### config.mk
export PLATFORM = sky130hd
export DESIGN_NAME = rename_commit_sequencer
export DESIGN_NICKNAME = d
export VERILOG_FILES = /design/src/rtl/rename_commit_sequencer.sv
export SDC_FILE = /design/constraint.sdc
export NUM_CORES = 1
export LEC_CHECK = 0
export ABC_AREA = 1
export CORE_UTILIZATION = 56
export CTS_CLUSTER_SIZE = 20
export DETAILED_ROUTE_END_ITERATION = 8
export DONT_BUFFER_PORTS = 1
export PLACE_DENSITY = 0.84
export SYNTH_ARGS = -nofsm -noshare
export SYNTH_HDL_FRONTEND = slang
export SYNTH_SLANG_ARGS = --single-unit
### constraint.sdc
create_clock -name clk_i -period 2.1 [get_ports clk_i]
set_clock_uncertainty 0.2 [all_clocks]
set_input_delay 0.42 -clock clk_i [delete_from_list [all_inputs] [get_ports clk_i]]
set_output_delay 0.42 -clock clk_i [all_outputs]
set_load 0.03 [all_outputs]
### src/rtl/rename_commit_sequencer.sv
// Commit buffer between the ROB commit port and rename_stage. It delivers one commit
// per cycle and sequences mispredict drain, rollback and a fixed recovery stall.
package rename_commit_pkg;
  localparam int PHYS_REG_W = 6;

  typedef struct packed {
    logic                  w_v;
    logic [PHYS_REG_W-1:0] alloc_reg;
    logic [PHYS_REG_W-1:0] freed_reg;
  } commit_rename_t;

  localparam int COMMIT_RENAME_WIDTH = $bits(commit_rename_t);
endpackage

module rename_commit_sequencer
  import rename_commit_pkg::*;
#(
  parameter int DEPTH          = 4,
  parameter int RECOVER_CYCLES = 2
) (
  input  logic                           clk_i,
  input  logic                           reset_i,
  input  logic                           rob_commit_v_i,
  input  logic [COMMIT_RENAME_WIDTH-1:0] rob_commit_i,
  input  logic                           rob_mispredict_i,
  output logic                           rob_commit_ready_o,
  output logic                           commit_v_o,
  output logic [COMMIT_RENAME_WIDTH-1:0] commit_rename_o,
  output logic                           mispredict_o,
  output logic                           rename_stall_o,
  output logic                           flush_o,
  output logic [1:0]                     state_dbg_o
);
  // Handshake: a record transfers on a cycle where rob_commit_v_i and
  // rob_commit_ready_o are both high; ready never depends on valid.
  localparam int PTR_W = $clog2(DEPTH);
  localparam int CNT_W = PTR_W + 1;
  localparam int RC_W  = (RECOVER_CYCLES > 1) ? $clog2(RECOVER_CYCLES) : 1;

  typedef enum logic [1:0] {IDLE = 2'd0, DRAIN = 2'd1, RECOVER = 2'd2} state_e;

  state_e                         state, state_n;
  logic [RC_W-1:0]                rc, rc_n;
  logic [PTR_W-1:0]               wr_ptr, rd_ptr;
  logic [CNT_W-1:0]               count;
  logic [COMMIT_RENAME_WIDTH:0]   mem [DEPTH];
  logic [COMMIT_RENAME_WIDTH:0]   head;
  logic                           push, pop, pop_mis;

  always_comb begin
    head               = mem[rd_ptr];
    rob_commit_ready_o = !reset_i && (count != CNT_W'(DEPTH)) && (state == IDLE);
    push               = rob_commit_v_i && rob_commit_ready_o;
    pop                = !reset_i && (count != '0) && (state != RECOVER);
    pop_mis            = pop && head[COMMIT_RENAME_WIDTH];
    commit_v_o         = pop;
    commit_rename_o    = pop ? head[COMMIT_RENAME_WIDTH-1:0] : '0;
    mispredict_o       = pop_mis;
    flush_o            = pop_mis;
    rename_stall_o     = !reset_i && ((state != IDLE) || pop_mis);
    state_dbg_o        = state;
  end

  // The rollback pop wins over a new mispredict push; ready is low after any
  // mispredict push, so both cannot be pending at once.
  always_comb begin
    state_n = state;
    rc_n    = rc;
    case (state)
      IDLE: begin
        if (pop_mis) begin
          state_n = RECOVER;
          rc_n    = RC_W'(RECOVER_CYCLES - 1);
        end else if (push && rob_mispredict_i) begin
          state_n = DRAIN;
        end
      end
      DRAIN: begin
        if (pop_mis) begin
          state_n = RECOVER;
          rc_n    = RC_W'(RECOVER_CYCLES - 1);
        end
      end
      RECOVER: begin
        if (rc == '0) state_n = IDLE;
        else          rc_n    = rc - RC_W'(1);
      end
      default: state_n = IDLE;
    endcase
  end

  always_ff @(posedge clk_i) begin
    if (reset_i) begin
      state  <= IDLE;
      rc     <= '0;
      wr_ptr <= '0;
      rd_ptr <= '0;
      count  <= '0;
    end else begin
      state <= state_n;
      rc    <= rc_n;
      if (push) wr_ptr <= wr_ptr + PTR_W'(1);
      if (pop)  rd_ptr <= rd_ptr + PTR_W'(1);
      if (push && !pop)      count <= count + CNT_W'(1);
      else if (!push && pop) count <= count - CNT_W'(1);
    end
  end

  always_ff @(posedge clk_i) begin
    if (push) mem[wr_ptr] <= {rob_mispredict_i, rob_commit_i};
  end
endmodule

## Word level (Yosys, flattened, before mapping)

Memory sizes are Yosys's and may differ from the RTL's. A register that Yosys moved wholly into a read port is not among the register bits.
Cells that the tools add are included.

| word-level totals | value |
|---|---|
| input port bits | 17 |
| output and inout bits | 20 |
| word-level logic and storage cells | 56 |
| memories kept | 1 |
| RAM bits | 56 |
| register bits | 10 |

| operators by class | value |
|---|---|
| eq/ne operators | 8 |
| add/subtract/negate cells | 5 |
| reductions and logical operators | 22 |
| multiplexer cells | 15 |

Memories:

| memory | words | bits a word | rd ports | clocked after Yosys merged registers in | write ports | RTL line | RTL |
|---|---|---|---|---|---|---|---|
| mem | 4 | 14 | 1 | 1 | 1 | 46 | `logic [COMMIT_RENAME_WIDTH:0] mem [DEPTH];` |

Operators by type and width:

| operator | count |
|---|---|
| 13-bit 2-to-1 mux | 1 |
| 2-bit 2-to-1 mux | 6 |
| 1-bit logical AND | 10 |
| 3-bit 2-to-1 mux | 2 |
| 2-bit inequality test (second input constant) | 3 |
| 2-bit one-hot mux with 3 select lines | 1 |
| 2-bit nonzero test | 3 |
| 2-bit by 1-bit adder with 2-bit output (second input constant) | 2 |
| 1-bit 2-to-1 mux | 4 |
| 3-bit by 1-bit adder with 3-bit output (second input constant) | 1 |
| 1-bit zero test | 3 |
| 3-bit by 2-bit inequality test with 1-bit output (second input constant) | 1 |
| 3-bit inequality test (second input constant) | 1 |
| 3-bit AND reduction | 1 |
| 3-bit nonzero test | 1 |
| 3-bit by 1-bit subtractor with 3-bit output (second input constant) | 1 |
| 2-bit by 1-bit equality test with 1-bit output (second input constant) | 1 |
| 2-bit equality test (second input constant) | 1 |
| 2-bit zero test | 1 |
| 2-bit by 1-bit inequality test with 1-bit output (second input constant) | 1 |
| 1-bit one-hot mux with 2 select lines | 1 |
| 2-bit AND reduction | 1 |
| 2-bit OR reduction | 1 |
| 1-bit logical OR | 1 |
| 1-bit subtractor (second input constant) | 1 |

## Depth between registers and ports, before layout

Gate-level depths: netlist of run 1.

| depth | value |
|---|---|
| word-level depth | 8 |
| depth in mapped cells | 14 |
| mapped depth without buffers | 14 |

## Worst setup path after synthesis of run 1

OpenSTA, ideal clock, no wires.

| timing | value |
|---|---|
| kind | register -> register |
| from | register state[0], in the netlist state_dbg_o[0] |
| to | register count[2] |
| cell stages (with the launch flop) | 15 |
| setup time | 122 ps |
| clock period less this slack | 2573 ps |
| data required time | 1778 ps |
| data arrival time | 2251 ps |
| path slack | -473 ps |
| cell sequence | dfxtp_1 > inv_2 > nand2_1 > inv_2 > nand2_1 > nor2_2 > nand2_2 > inv_1 > ha_1 > inv_1 > fa_1 > a21oi_1 > o21ai_0 > o21ai_0 > a21oi_1 |

| between the ends | value |
|---|---|
| word-level cells in the longest chain between the ends | 6 |
| elaborated cells on any way between the ends | 11 |

Ends and longest elaborated chain:

| item | RTL line | RTL |
|---|---|---|
| start: declaration | 42 | `state_e state, state_n;` |
| start signal: assignment | 100 | `state <= state_n;` |
| 2-bit zero test (*) | 52 | `rob_commit_ready_o = !reset_i && (count != CNT_W'(DEPTH)) && (state == IDLE);` |
| 1-bit logical AND (*) | 52 |  |
| named net rob_commit_ready_o | 26 | `output logic rob_commit_ready_o,` |
| 1-bit logical AND (*) | 53 | `push = rob_commit_v_i && rob_commit_ready_o;` |
| named net push | 48 | `logic push, pop, pop_mis;` |
| 1-bit zero test | 105 | `else if (!push && pop) count <= count - CNT_W'(1);` |
| 1-bit logical AND | 105 |  |
| 2-bit nonzero test (no line) | -- |  |
| end signal: assignment | 104 | `if (push && !pop) count <= count + CNT_W'(1);` |
| end signal: assignment | 105 |  |
| end: declaration | 45 | `logic [CNT_W-1:0] count;` |

The timed path passes the listed nets; every way through them passes the cells marked *.
A chain may end at the register's enable or synchronous reset.

==> results of run 1 <==
==> power breakdown <==
| part | internal, mW | total [mW] | switching (mW) | leakage [nW] |
|---|---|---|---|---|
| Sequential | 1.62 | 1.75 | 0.130 | 0.610 |
| Combinational | 0.794 | 2.03 | 1.24 | 0.707 |
| Clock | 0.408 | 0.912 | 0.503 | 0.0760 |
| Total | 2.83 | 4.70 | 1.87 | 1.39 |
==> sequential cells by signal, indices dropped and copies added (netlist names), named ones only <==
register     count
count            3
mem             56
rc               1
rd_ptr           2
state_dbg_o      2
wr_ptr           2
==> metal layers <==
metal  wire length [um]  vias up  track usage  part of all wire
li1                   -      981            -                 -
met1               2840     1036        0.319              0.38
met2               3630      156        0.425              0.49
met3                711       32        0.102             0.095
met4                274        0        0.126             0.037
met5                  0        -            0                 0
==> worst register-to-register path, cell delays in order, from the launching register on <==
cell,delay [ns]
dfxtp_4,0.37
inv_4,0.08
nand2_4,0.06
inv_4,0.08
nand2_4,0.05
nor2_4,0.11
nand2_4,0.07
inv_2,0.06
ha_4,0.13
inv_4,0.04
fa_2,0.37
a21oi_2,0.14
o21ai_2,0.07
o21ai_1,0.12
a21oi_1,0.07
==> Yosys cell counts <==
cell | count | area (sq um)
nor3_2 | 1 | 10.0
nand4_1 | 1 | 6.26
inv_2 | 7 | 26.3
nor2_8 | 1 | 20.0
buf_2 | 2 | 10.0
nor2_1 | 61 | 229
clkbuf_1 | 4 | 15.0
fa_1 | 1 | 20.0
a21oi_2 | 10 | 87.6
o21ai_1 | 2 | 10.0
nand2_2 | 2 | 12.5
nand3_1 | 6 | 30.0
nand2_4 | 1 | 11.3
o21ai_0 | 32 | 160
edfxtp_1 | 56 | 1680
ha_1 | 5 | 62.6
buf_4 | 2 | 15.0
nor2_2 | 1 | 6.26
nand2_1 | 12 | 45.0
a21oi_1 | 15 | 75.1
o21ai_2 | 1 | 8.76
buf_6 | 1 | 11.3
inv_1 | 17 | 63.8
dfxtp_1 | 12 | 240
==> path summary, 6_finish.rpt <==
check                         startpoint                     to  slack (ns)  cells past startpoint
min                              reset_i  count[0]$_SDFFE_PP0P_        0.06                      3
max                                 flop     commit_rename_o[8]       -0.16                      6
max reg2reg  state_dbg_o[0]$_SDFFE_PP0P_  count[2]$_SDFFE_PP0P_       -0.04                     14
min reg2reg       rd_ptr[1]$_SDFFE_PP0P_                   flop        0.27                      2
==> metrics by stage <==
step	utilization	cell area, sq um	TNS [ns]	power, mW
final	0.784	3780	-1.38	4.70
after global routing	0.784	3780	-2.32	4.90
after CTS	0.744	3580	-0.547	4.27
after detailed placement	0.664	3200	-0.0851	3.25
after global placement	0.664	3200	0	3.20
after floorplan	-	2920	-6.20	2.84
==> repair_timing <==
action,CTS,global route
resized for setup,25,44
hold endpoints to repair,57,0
buffers inserted,2,9
cloned,2,1
pin swaps,11,14
hold buffers,15,0
endpoints found under the setup margin,17,17
==> final cells by class <==
| cell class | instances | area, sq um | area share |
|---|---|---|---|
| flip-flops and latches | 68 | 1940 | 0.514 |
| multi-input cells | 152 | 927 | 0.245 |
| repair buffers | 55 | 557 | 0.147 |
| clock buffers | 9 | 124 | 0.0328 |
| inverters | 24 | 110 | 0.0291 |
| well taps | 67 | 83.8 | 0.0222 |
| clock inverters | 6 | 32.5 | 0.00861 |
==> kinds of logic (layout without fill, tap and decap cells) <==
kind of cell,after synthesis,count (layout)
AOI/OAI and AO/OA,60,60
adders and majority gates,6,6
buffers and inverters,33,94
DFF,68,68
and+or+nand+nor,86,86
==> reports/metrics.cfg, run 1 <==
[outcome]
outcome=finished with violations
violations=negative setup slack

[timing]
slew_headroom=0.719
period_share=1.08
finalHoldViolations=0
rsz0062_at_grt=true
final_max_slew_viol_count=0
max_freq_mhz=443
finalCriticalPeriod_ns=2.26
worst_slew_pin_slew_ns=0.422
worst_slack_ns=-0.159
holdWs_ns=0.0605
finalSetupViolCount=17

[power_and_ir_drop]
peakVddDrop_v=0.000717
leakage_nw=1.39
power_density_mw_per_mm2=1240

[detailed_routing]
ant_nets=0
drcViolationCount=0
vias_per_cell=5.79
vias=2205
wl_per_cell_um=19.6
drt_wl_total_um=7460
drt_iter0_markers=346
drtPass1Iterations=5

[floorplan]
die_w_um=73.4
core.rowCount=25
core_area_sq_mm=0.00482
fp.dieH_um=73.4
fp.dieArea_sq_mm=0.00539
initial_core_util=0.593
boundaryPins=37

[synthesis]
synthAdderAreaFrac=0.0289
synth_compound_area_frac=0.120
synth-simple-area-share=0.130
synth-seq-area-share=0.673
yosysWarnings=0
synth_area_sq_mm=0.00286
yosys_register_bits=68
ys_types=24
synth-xor-area-share=0
synth.net_count=276
avgSynthCellArea_sq_um=11.3
synth.area.mux_share=0
synth_top_family_by_area=simple AND/OR/NAND/NOR gates
syn_inst=253

[clock_network]
cts_buffers=9
clkTransAtPathRegs_ns=0.07
clock_latency_ns=0.35
htreeDepth=3
cts.sinks=68
clockRootBuffer=clkbuf_8
clockBufferDepth=2
cts_tree=built

[global_routing]
grt_max_degree=21
antenna_found_initial=0
overflow=0
grt_pass1_vias=2010
grt_pass1_wl_um=9990
grt_usage=0.266

[finish]
final_common_cell=edfxtp_1
diodes=0
layout_common_cells=edfxtp_1, nor2_1, buf_4, o21ai_1, dlygate4sd3_1
final_cell_count_no_fill=381
n_fill_cell=272
drive_gt1_frac=0.347
nets=333
area_growth_pct=32.2

[placed_design]
dp.cells=337
globalplace.congestion=0.718
pre_cts_ws_ns=-0.0851
detailed_place_hpwl_um=3620
io_buffers=0

[setup_path]
crit_top_cell=nor2_1
slowest_stage=dfxtp_4
start_kind=flop
cp.arrival_ns=1.64
path_delay_family=flip-flops
worstPathCellList=buf_6 > buf_12 > nor2_1 > nor2_1 > o21ai_1 > a21oi_4
critical_path_required_ns=1.48
slowest_delay_ns=0.41
end_kind=primary output
worst-path-buf-inv=2
crit_type=flop to primary output
crit_path_max_fanout=5

[hold_path]
hp-class=primary input to flop

[run]
cap_violations=0

Power figures use the tool's default switching activity.
==> run 2: changes to the inputs <==
--- a/config.mk
+++ b/config.mk
@@ -6,11 +6,11 @@
 export NUM_CORES = 1
 export LEC_CHECK = 0
 export ABC_AREA = 1
-export CORE_UTILIZATION = 56
+export CORE_UTILIZATION = 50
 export CTS_CLUSTER_SIZE = 20
 export DETAILED_ROUTE_END_ITERATION = 8
 export DONT_BUFFER_PORTS = 1
-export PLACE_DENSITY = 0.84
+export PLACE_DENSITY = 0.78
 export SYNTH_ARGS = -nofsm -noshare
 export SYNTH_HDL_FRONTEND = slang
 export SYNTH_SLANG_ARGS = --single-unit
==> reports/metrics.cfg, run 2 (same netlist as run 1, synthesis figures left out) <==
[setup_path]
worstPathCellList=buf_4 > o21ai_4 > nor2_8 > inv_6 > buf_8 > a21oi_2 > buf_6
crit_path_max_fanout=7  ; +2
path_delay_family=buffers and inverters
cp.arrival_ns=1.56  ; -0.08 ns
slowest_stage=dfxtp_4
critical_path_required_ns=1.48  ; about the same
start_kind=flop
end_kind=primary output
slowest_delay_ns=0.36  ; -0.05 ns
crit_type=flop to primary output
worst-path-buf-inv=4  ; +2

[finish]
final_design_area_no_fill_sq_mm=0.00394  ; +4.3%
seq_area_sq_mm=0.00194  ; -0.26%
diodes=0  ; unchanged
multiInputGateArea_sq_um=971  ; +4.7%
layout_common_cells=nor2_1, edfxtp_1, buf_4, o21ai_1
largestRegisters=mem x56, count x3
largest_reg_flops=56  ; unchanged
final_common_cell=nor2_1
final_core_util=0.716  ; -0.0686
drive_gt1_frac=0.345  ; -0.00241
final_cell_count_no_fill=394  ; +3.4%
nets=340  ; +2.1%
n_fill_cell=330  ; +21%
regMostFlops=mem
area_growth_pct=37.9

[global_routing]
overflow=0  ; unchanged
grt_pass1_wl_um=9670  ; -3.2%
grt_usage=0.218  ; -0.0484
grt_max_degree=17  ; -19%
grt_pass1_vias=2060  ; +2.5%
antenna_found_initial=0  ; unchanged

[floorplan]
die_w_um=77.6  ; +5.7%
initial_core_util=0.519  ; -0.0743
fp.dieArea_sq_mm=0.00602  ; +12%
core_area_sq_mm=0.00551  ; +14%
fp.dieH_um=77.6  ; +5.7%
boundaryPins=37  ; unchanged
core.rowCount=27  ; +8.0%

[detailed_routing]
vias_per_cell=5.33  ; -7.9%
drt_wl_total_um=6560  ; -12%
drt_iter0_markers=140  ; -60%
ant_nets=0  ; unchanged
drcViolationCount=0  ; unchanged
wl_per_cell_um=16.7  ; -15%
drtPass1Iterations=4  ; -1
vias=2100  ; -4.8%

[clock_network]
cts_tree=built
clkTransAtPathRegs_ns=0.08  ; about the same
cts.sinks=68  ; unchanged
clockRootBuffer=clkbuf_8
clock_latency_ns=0.34  ; about the same
cts_buffers=9  ; unchanged
htreeDepth=3  ; unchanged
clockBufferDepth=2  ; unchanged

[placed_design]
globalplace.congestion=0.759  ; +5.7%
dp.cells=349  ; +3.6%
detailed_place_hpwl_um=3740  ; +3.5%
io_buffers=0  ; unchanged
placed_area_sq_mm=0.00324  ; +1.4%
pre_cts_ws_ns=-0.0257  ; +0.0594 ns

[timing]
finalHoldViolations=0  ; unchanged
worst_slew_pin_slew_ns=0.319  ; -0.102 ns
final_max_slew_viol_count=0  ; unchanged
holdWs_ns=0.0732  ; +0.0127 ns
finalSetupViolCount=13  ; -4
rsz0062_at_grt=true
slew_headroom=0.785  ; +0.0658
finalCriticalPeriod_ns=2.18  ; -0.0837 ns
period_share=1.04  ; -0.0399
worst_slack_ns=-0.0755  ; +0.0837 ns
max_freq_mhz=460  ; +3.8%
setup_tns_ns=-0.617  ; +0.760 ns

[hold_path]
hp-class=primary input to flop

[power_and_ir_drop]
leakage_nw=1.46  ; +4.9%
power_density_mw_per_mm2=1270  ; +2.3%
p_total_mw=5.01  ; +6.7%
peakVddDrop_v=0.000616  ; -14%

[outcome]
outcome=finished with violations
violations=negative setup slack

[run]
cap_violations=0  ; unchanged

[run 2: routing by layer]
layer	vias up	GRT usage	share of wire
met2	70	0.384	0.53
met1	1022	0.250	0.40
met4	0	0.104	0.014
li1	999	-	-
met3	9	0.0471	0.054
met5	-	0	0
[run 2: final timing paths]
| check | from | endpoint | depth (start not counted) | slack, ns |
|---|---|---|---|---|
| worst max-delay path | state_dbg_o[0]$_SDFFE_PP0P_ | commit_rename_o[5] | 7 | -0.08 |
| worst min-delay path | reset_i | state_dbg_o[0]$_SDFFE_PP0P_ | 3 | 0.07 |
| worst max register to register | state_dbg_o[1]$_SDFFE_PP0P_ | count[2]$_SDFFE_PP0P_ | 14 | -0.06 |
| worst min register to register | rd_ptr[1]$_SDFFE_PP0P_ | flop | 2 | 0.30 |
[run 2: what timing repair did]
action | CTS | global route
resized for setup | 48 | 22
cloned | 0 | 0
pin swaps | 6 | 13
setup endpoints to repair | 17 | 17
endpoints found under the hold margin | 57 | 0
hold buffers | 15 | 0
buffers inserted | 4 | 10
[run 2: final cells by class]
class	instances	area share
multi-input cells	152	0.246
clock inverters	7	0.0232
clock buffers	9	0.0314
well taps	72	0.0229
repair buffers	62	0.156
inverters	24	0.0286
flip-flops and latches	68	0.492
[run 2: report_power, final]
part,internal [mW],leakage [nW],switching [mW]
logic,0.873,0.742,1.27
registers,1.62,0.609,0.0951
clock network,0.664,0.111,0.495
[run 2: worst reg2reg max path, cell delays in order, from the launching register on]
cell     delay (ns)
dfxtp_4        0.36
inv_4          0.08
nand2_4        0.06
inv_2          0.07
nand2_2        0.07
nor2_4         0.13
nand2_4        0.07
inv_4          0.06
ha_4           0.14
inv_4          0.04
fa_2           0.36
a21oi_2        0.17
o21ai_2        0.07
o21ai_1        0.11
a21oi_1        0.05
==> RTL edit 1, RTL diff (flow settings as in run 1) <==
Set the parameter `RECOVER_CYCLES` to 1 (it was 2).
--- a/src/rtl/rename_commit_sequencer.sv
+++ b/src/rtl/rename_commit_sequencer.sv
@@ -16,7 +16,7 @@
   import rename_commit_pkg::*;
 #(
   parameter int DEPTH          = 4,
-  parameter int RECOVER_CYCLES = 2
+  parameter int RECOVER_CYCLES = 1
 ) (
   input  logic                           clk_i,
   input  logic                           reset_i,
Behaviour: not the same (Yosys sat finds a counterexample within 4 cycles, from zero or initial values and one cycle with reset_i high).
==> RTL edit 1 against run 1 <==
The flow still finishes with violations (setup timing); area after synthesis decreased by 1.8%; count of clock-buffer cells in the layout increased by 2; synthesized cell count increased by 0.79%; design area decreased by 2.5%; clock power increased by 27%; die area decreased by 1.7%; sequential power decreased by 4%; worst setup slack improved by 71 ps; sequential cell count decreased by 1; total power increased by 0.37%; sequential share of layout area increased by 0.60 points; wire length decreased by 15%; largest power group unchanged.
==> RTL edit 1: results (changes against run 1) <==
- Post-Synth Adder-Cell Area: 2.941% (+0.052 points)
- Failing checks: setup timing
- Post-synthesis xor/xnor area fraction: 0.3119% (+0.31 points)
- Worst slack at placement: 101.3 ps (+186.3 ps)
- Multi-In Gates: 151 (-0.66%)
- Sequential power share: 35.7% (-1.6 points)
- R2R depth: 10 (-4)
- Synth Net Count: 278 (+0.72%)
- Fin util: 76.97% (-1.4 points)
- Area contributors post-synth: edfxtp_1, nor2_1, dfxtp_1
- Flip-flop and latch area: 1917 sq um (-1.4%)
- Reg2Reg Launch Point: state_dbg_o[1]
- Status: finished with violations
- Logic inverters: 28 (+17%)
- Slew headroom: 85.13% (+13 points)
- Finish-stage setup viols: 9 (-8)
- Clk cell area share: 5.673% (+1.5 points)
- Setup crit end: commit_rename_o[10]
- Placed Area: 3109 sq um (-2.8%)
- Sequential share of the synthesized area: 67.74% (+0.49 points)
- Vias in the first global route: 1,935 (-3.7%)
- Cell family with most CP delay: buffers and inverters
- Sw Share: 36.10% (-3.7 points)
- Pre-antenna DRT Iters: 4 (-1)
- Worst vdd ir: 849.6 uV (+19%)
- Clk_buf instances: 11 (+2)
- Non-Clock Buffer Area Fraction: 15.12% (+0.38 points)
- Fraction of layout cells with a size suffix above 1: 27.19% (-7.5 points)
- Synth cell count leaders: nor2_1, edfxtp_1, o21ai_0
- Final worst slack: -88.46 ps (+70.82 ps)
- Tot GR Track Use: 25.17% (-1.4 points)
- Area of the multi-input gates: 804.5 sq um (-13%)
- Final RePlAce weighted congestion: 0.7689 (+7.1%)
- Wire per inst: 16.35 microns (-16%)
- Hpwl dp: 3.489 mm (-3.5%)
- Comb. pwr: 0.00187 W (-8%)
- Syn_area_per_cell: 11.01 sq um (-2.5%)
- Post-CTS Resized: 32 (+28%)
- LEAKAGE: 1.450 nW (+4.1%)
- Setup TNS: -277.6 ps (+1100 ps)
- Via density: 5.284 (-8.7%)
- First-pass GRT wire length: 9.370 mm (-6.2%)
- Seq cells: 67 (-1.5%)
[RTL edit 1: changes by cell type in the layout (fill, tap and decap cells not counted), sizes merged]
cell | run 1 | this run
bufinv | 0 | 2
nor2 | 63 | 67
clkbuf | 9 | 11
inv | 24 | 27
clkinvlp | 2 | 0
xor2 | 0 | 1
nand4 | 1 | 2
o21ai | 35 | 31
nand2 | 15 | 19
buf | 40 | 43
dfxtp | 12 | 11
a21oi | 25 | 18
[RTL edit 1: worst min path at each step]
stage	cells after the start	slack, ps	to	startpoint
final	3	30	state_dbg_o[0]	reset_i
after global routing	3	30	state_dbg_o[0]	reset_i
after CTS	3	30	state_dbg_o[0]	reset_i
after detailed placement	2	290	count[2]	count[2]
after global placement	2	280	rd_ptr[1]	rd_ptr[1]
after floorplan	2	260	register	rd_ptr[1]
[RTL edit 1: metal layers]
layer	up-vias	wire length [microns]	track usage, %
met4	0	155	15.90
met5	-	0	0
met2	73	3242	40.91
met3	15	303	4.144
li1	981	-	-
met1	976	2629	31.62
==> RTL edit 2, RTL diff (flow settings as in run 1) <==
Made on the original files. Reset style: asynchronous (`reset_i`), changed in one clocked block.
--- a/src/rtl/rename_commit_sequencer.sv
+++ b/src/rtl/rename_commit_sequencer.sv
@@ -89,7 +89,7 @@
     endcase
   end
 
-  always_ff @(posedge clk_i) begin
+  always_ff @(posedge clk_i or posedge reset_i) begin
     if (reset_i) begin
       state  <= IDLE;
       rc     <= '0;
Behaviour: differs if reset_i is asserted again (counterexample within 4 cycles, from zero or initial values and one cycle with reset_i high); with reset_i held inactive, the same outputs for 10 cycles.
==> RTL edit 2 against run 1 <==
The flow still finishes with violations (setup timing); sequential cell count decreased by 2; first-iteration DRC count decreased by 38%; utilization increased by 5.6 points; global-route usage is 0.32 points lower; register-to-register slack worse by 90 ps; wire length rose by 4.4%; maximum frequency about the same; worst setup slack improved by 1.1 ps; area after synthesis grew 0.70%; design area up 7.8%; total power grew 33%; combinational power increased by 56%; largest cell class unchanged; largest power group unchanged.
==> RTL edit 2: results (changes against run 1) <==
- Status: finished with violations
- Failing checks: setup timing
- Async SR Flop Fraction: 15.15% (+15 points)
- Via density: 5.592 (-3.4%)
- Post-Synth Adder-Cell Area: 2.870% (-0.020 points)
- LEAKAGE: 1.565 nW (+12%)
- Ys flop type: edfxtp_1
- Setup TNS: -1645 ps (-267.5 ps)
- Area contributors post-synth: edfxtp_1, dfrtp_1, nor2_1
- Tot GR Track Use: 26.27% (-0.32 points)
- Sequential share of the synthesized area: 67.13% (-0.12 points)
- Post-synth cell types: 27 (+13%)
- Slowest stage cell, crit path: dfrtp_2
- Fraction of layout cells with a size suffix above 1: 43.44% (+8.7 points)
- CP peak stage delay: 480 ps (+70 ps)
- Clock Sinks: 66 (-2.9%)
- Synth Net Count: 268 (-2.9%)
- Total wire length: 7.787 mm (+4.4%)
- Final RePlAce weighted congestion: 0.7605 (+5.9%)
- Slew headroom: 79.79% (+7.9 points)
- Post-synthesis xor/xnor area fraction: 1.217% (+1.2 points)
- Hold Crit Class: input pin to register
- Synth cell count leaders: nor2_1, edfxtp_1, o21ai_0
- Worst vdd ir: 1065 uV (+49%)
- First-pass GRT wire length: 9.901 mm (-0.90%)
- First-iteration detailed-routing DRC count: 213 (-38%)
- Compound-cell area share of the yosys netlist: 9.000% (-3.0 points)
- Largest net degree at the start of global routing: 16 (-24%)
- Vias in the first global route: 2,031 (+1.0%)
- R2R Setup Slk: -130 ps (-90 ps)
- Final worst slack: -158.2 ps (+1.127 ps)
- # diodes: 0 (unchanged)
- Placed Area: 3134 sq um (-2.0%)
- Nets: 338 (+1.5%)
- Hpwl dp: 3.689 mm (+2.0%)
- Worst slack at placement: 65.09 ps (+150.2 ps)
- Sw Share: 39.94% (+0.10 points)
- Critical Path Fanout Max: 13 (+8)
- Post-synthesis mux area share: 0% (unchanged)
- Largest registers: mem (56), count (3)
- Finish-stage setup viols: 20 (+3)
==> RTL edit 2: changes by cell type in the layout (fill, tap and decap cells not counted), moves of 5 or more <==
cell     before  now
a21oi_2      11    6
o21ai_0       9    0
inv_2         2    7
buf_6         9   22
a21oi_1      12    1
a21oi_4       2   10
dfrtp_1       0    7
o21ai_2       5   10
dfxtp_4       5    0
dfxtp_1       5    0
==> RTL edit 2: power groups by stage <==
stage / Sequential [W] / Combinational (W) / Clock (W)
after detailed placement: 0.00176 / 0.00193 / 0
after floorplan: 0.00176 / 0.00146 / 0
after global placement: 0.00175 / 0.00187 / 0
after global routing: 0.00178 / 0.00334 / 0.00136
final: 0.00176 / 0.00317 / 0.00130
after CTS: 0.00174 / 0.00253 / 0.00129
==> RTL edit 2: layout make-up <==
cell class | count | area [sq um]
sequential | 66 | 1936
multi-input combinational | 141 | 998.5
fill | 219 | 777.0
timing repair buffer | 70 | 688.2
clock buffer | 10 | 127.6
inverter | 27 | 123.9
clock inverter | 6 | 113.9
tap | 67 | 83.83
==> RTL edit 2: path summary, 6_finish.rpt <==
path	start	to	cells after the start
hold / removal	rob_commit_v_i	wr_ptr[1]	4
hold reg to reg	rc	rc	2
max in group asynchronous	reset_i	rd_ptr[0]	3
setup / recovery	rd_ptr[0]	commit_rename_o[2]	5
setup reg to reg	state_dbg_o[1]	count[2]	12
min in group asynchronous	reset_i	rc	3
==> RTL edit 2: per-stage QoR <==
step / util (%) / instances / power, W / hold WS [ps]
after floorplan: - / 245 / 0.003216 / -10.66
after global placement: 64.65 / 330 / 0.003626 / 108.6
after detailed placement: 64.65 / 330 / 0.003696 / 121.2
after CTS: 78.63 / 379 / 0.005552 / 86.70
after global routing: 83.97 / 387 / 0.006477 / 163.9
final: 83.97 / 387 / 0.006231 / 147.7
==> RTL edit 2: worst min-delay path, stage by stage <==
cell and delay (ps):
nand3_2 60, inv_2 60, nand2_1 50, o21ai_1 60
==> RTL edit 2: cell families after synthesis <==
| logic type | after synthesis |
|---|---|
| and+or+nand+nor | 86 |
| buffers and inverters | 38 |
| AOI/OAI and AO/OA | 45 |
| xor gates and xnor gates | 4 |
| DFF | 66 |
| adders and majority gates | 6 |
==> RTL edit 2: what timing repair did <==
| item | CTS | global route |
|---|---|---|
| gates resized for setup | 39 | 68 |
| pin swaps | 15 | 29 |
| cloned | 1 | 0 |
| hold buffers | 15 | 0 |
| buffers inserted | 17 | 8 |
| hold endpoints to repair | 66 | 0 |
| setup endpoints to repair | 16 | 22 |
==> RTL edit 2: per-layer routing <==
layer | global-route usage, % | part of all wire, % | wire (microns)
met5 | 0 | 0 | 0
met4 | 11.97 | 2.3 | 178
met3 | 7.270 | 7.0 | 548
met2 | 44.34 | 53 | 4113
met1 | 31.36 | 38 | 2947
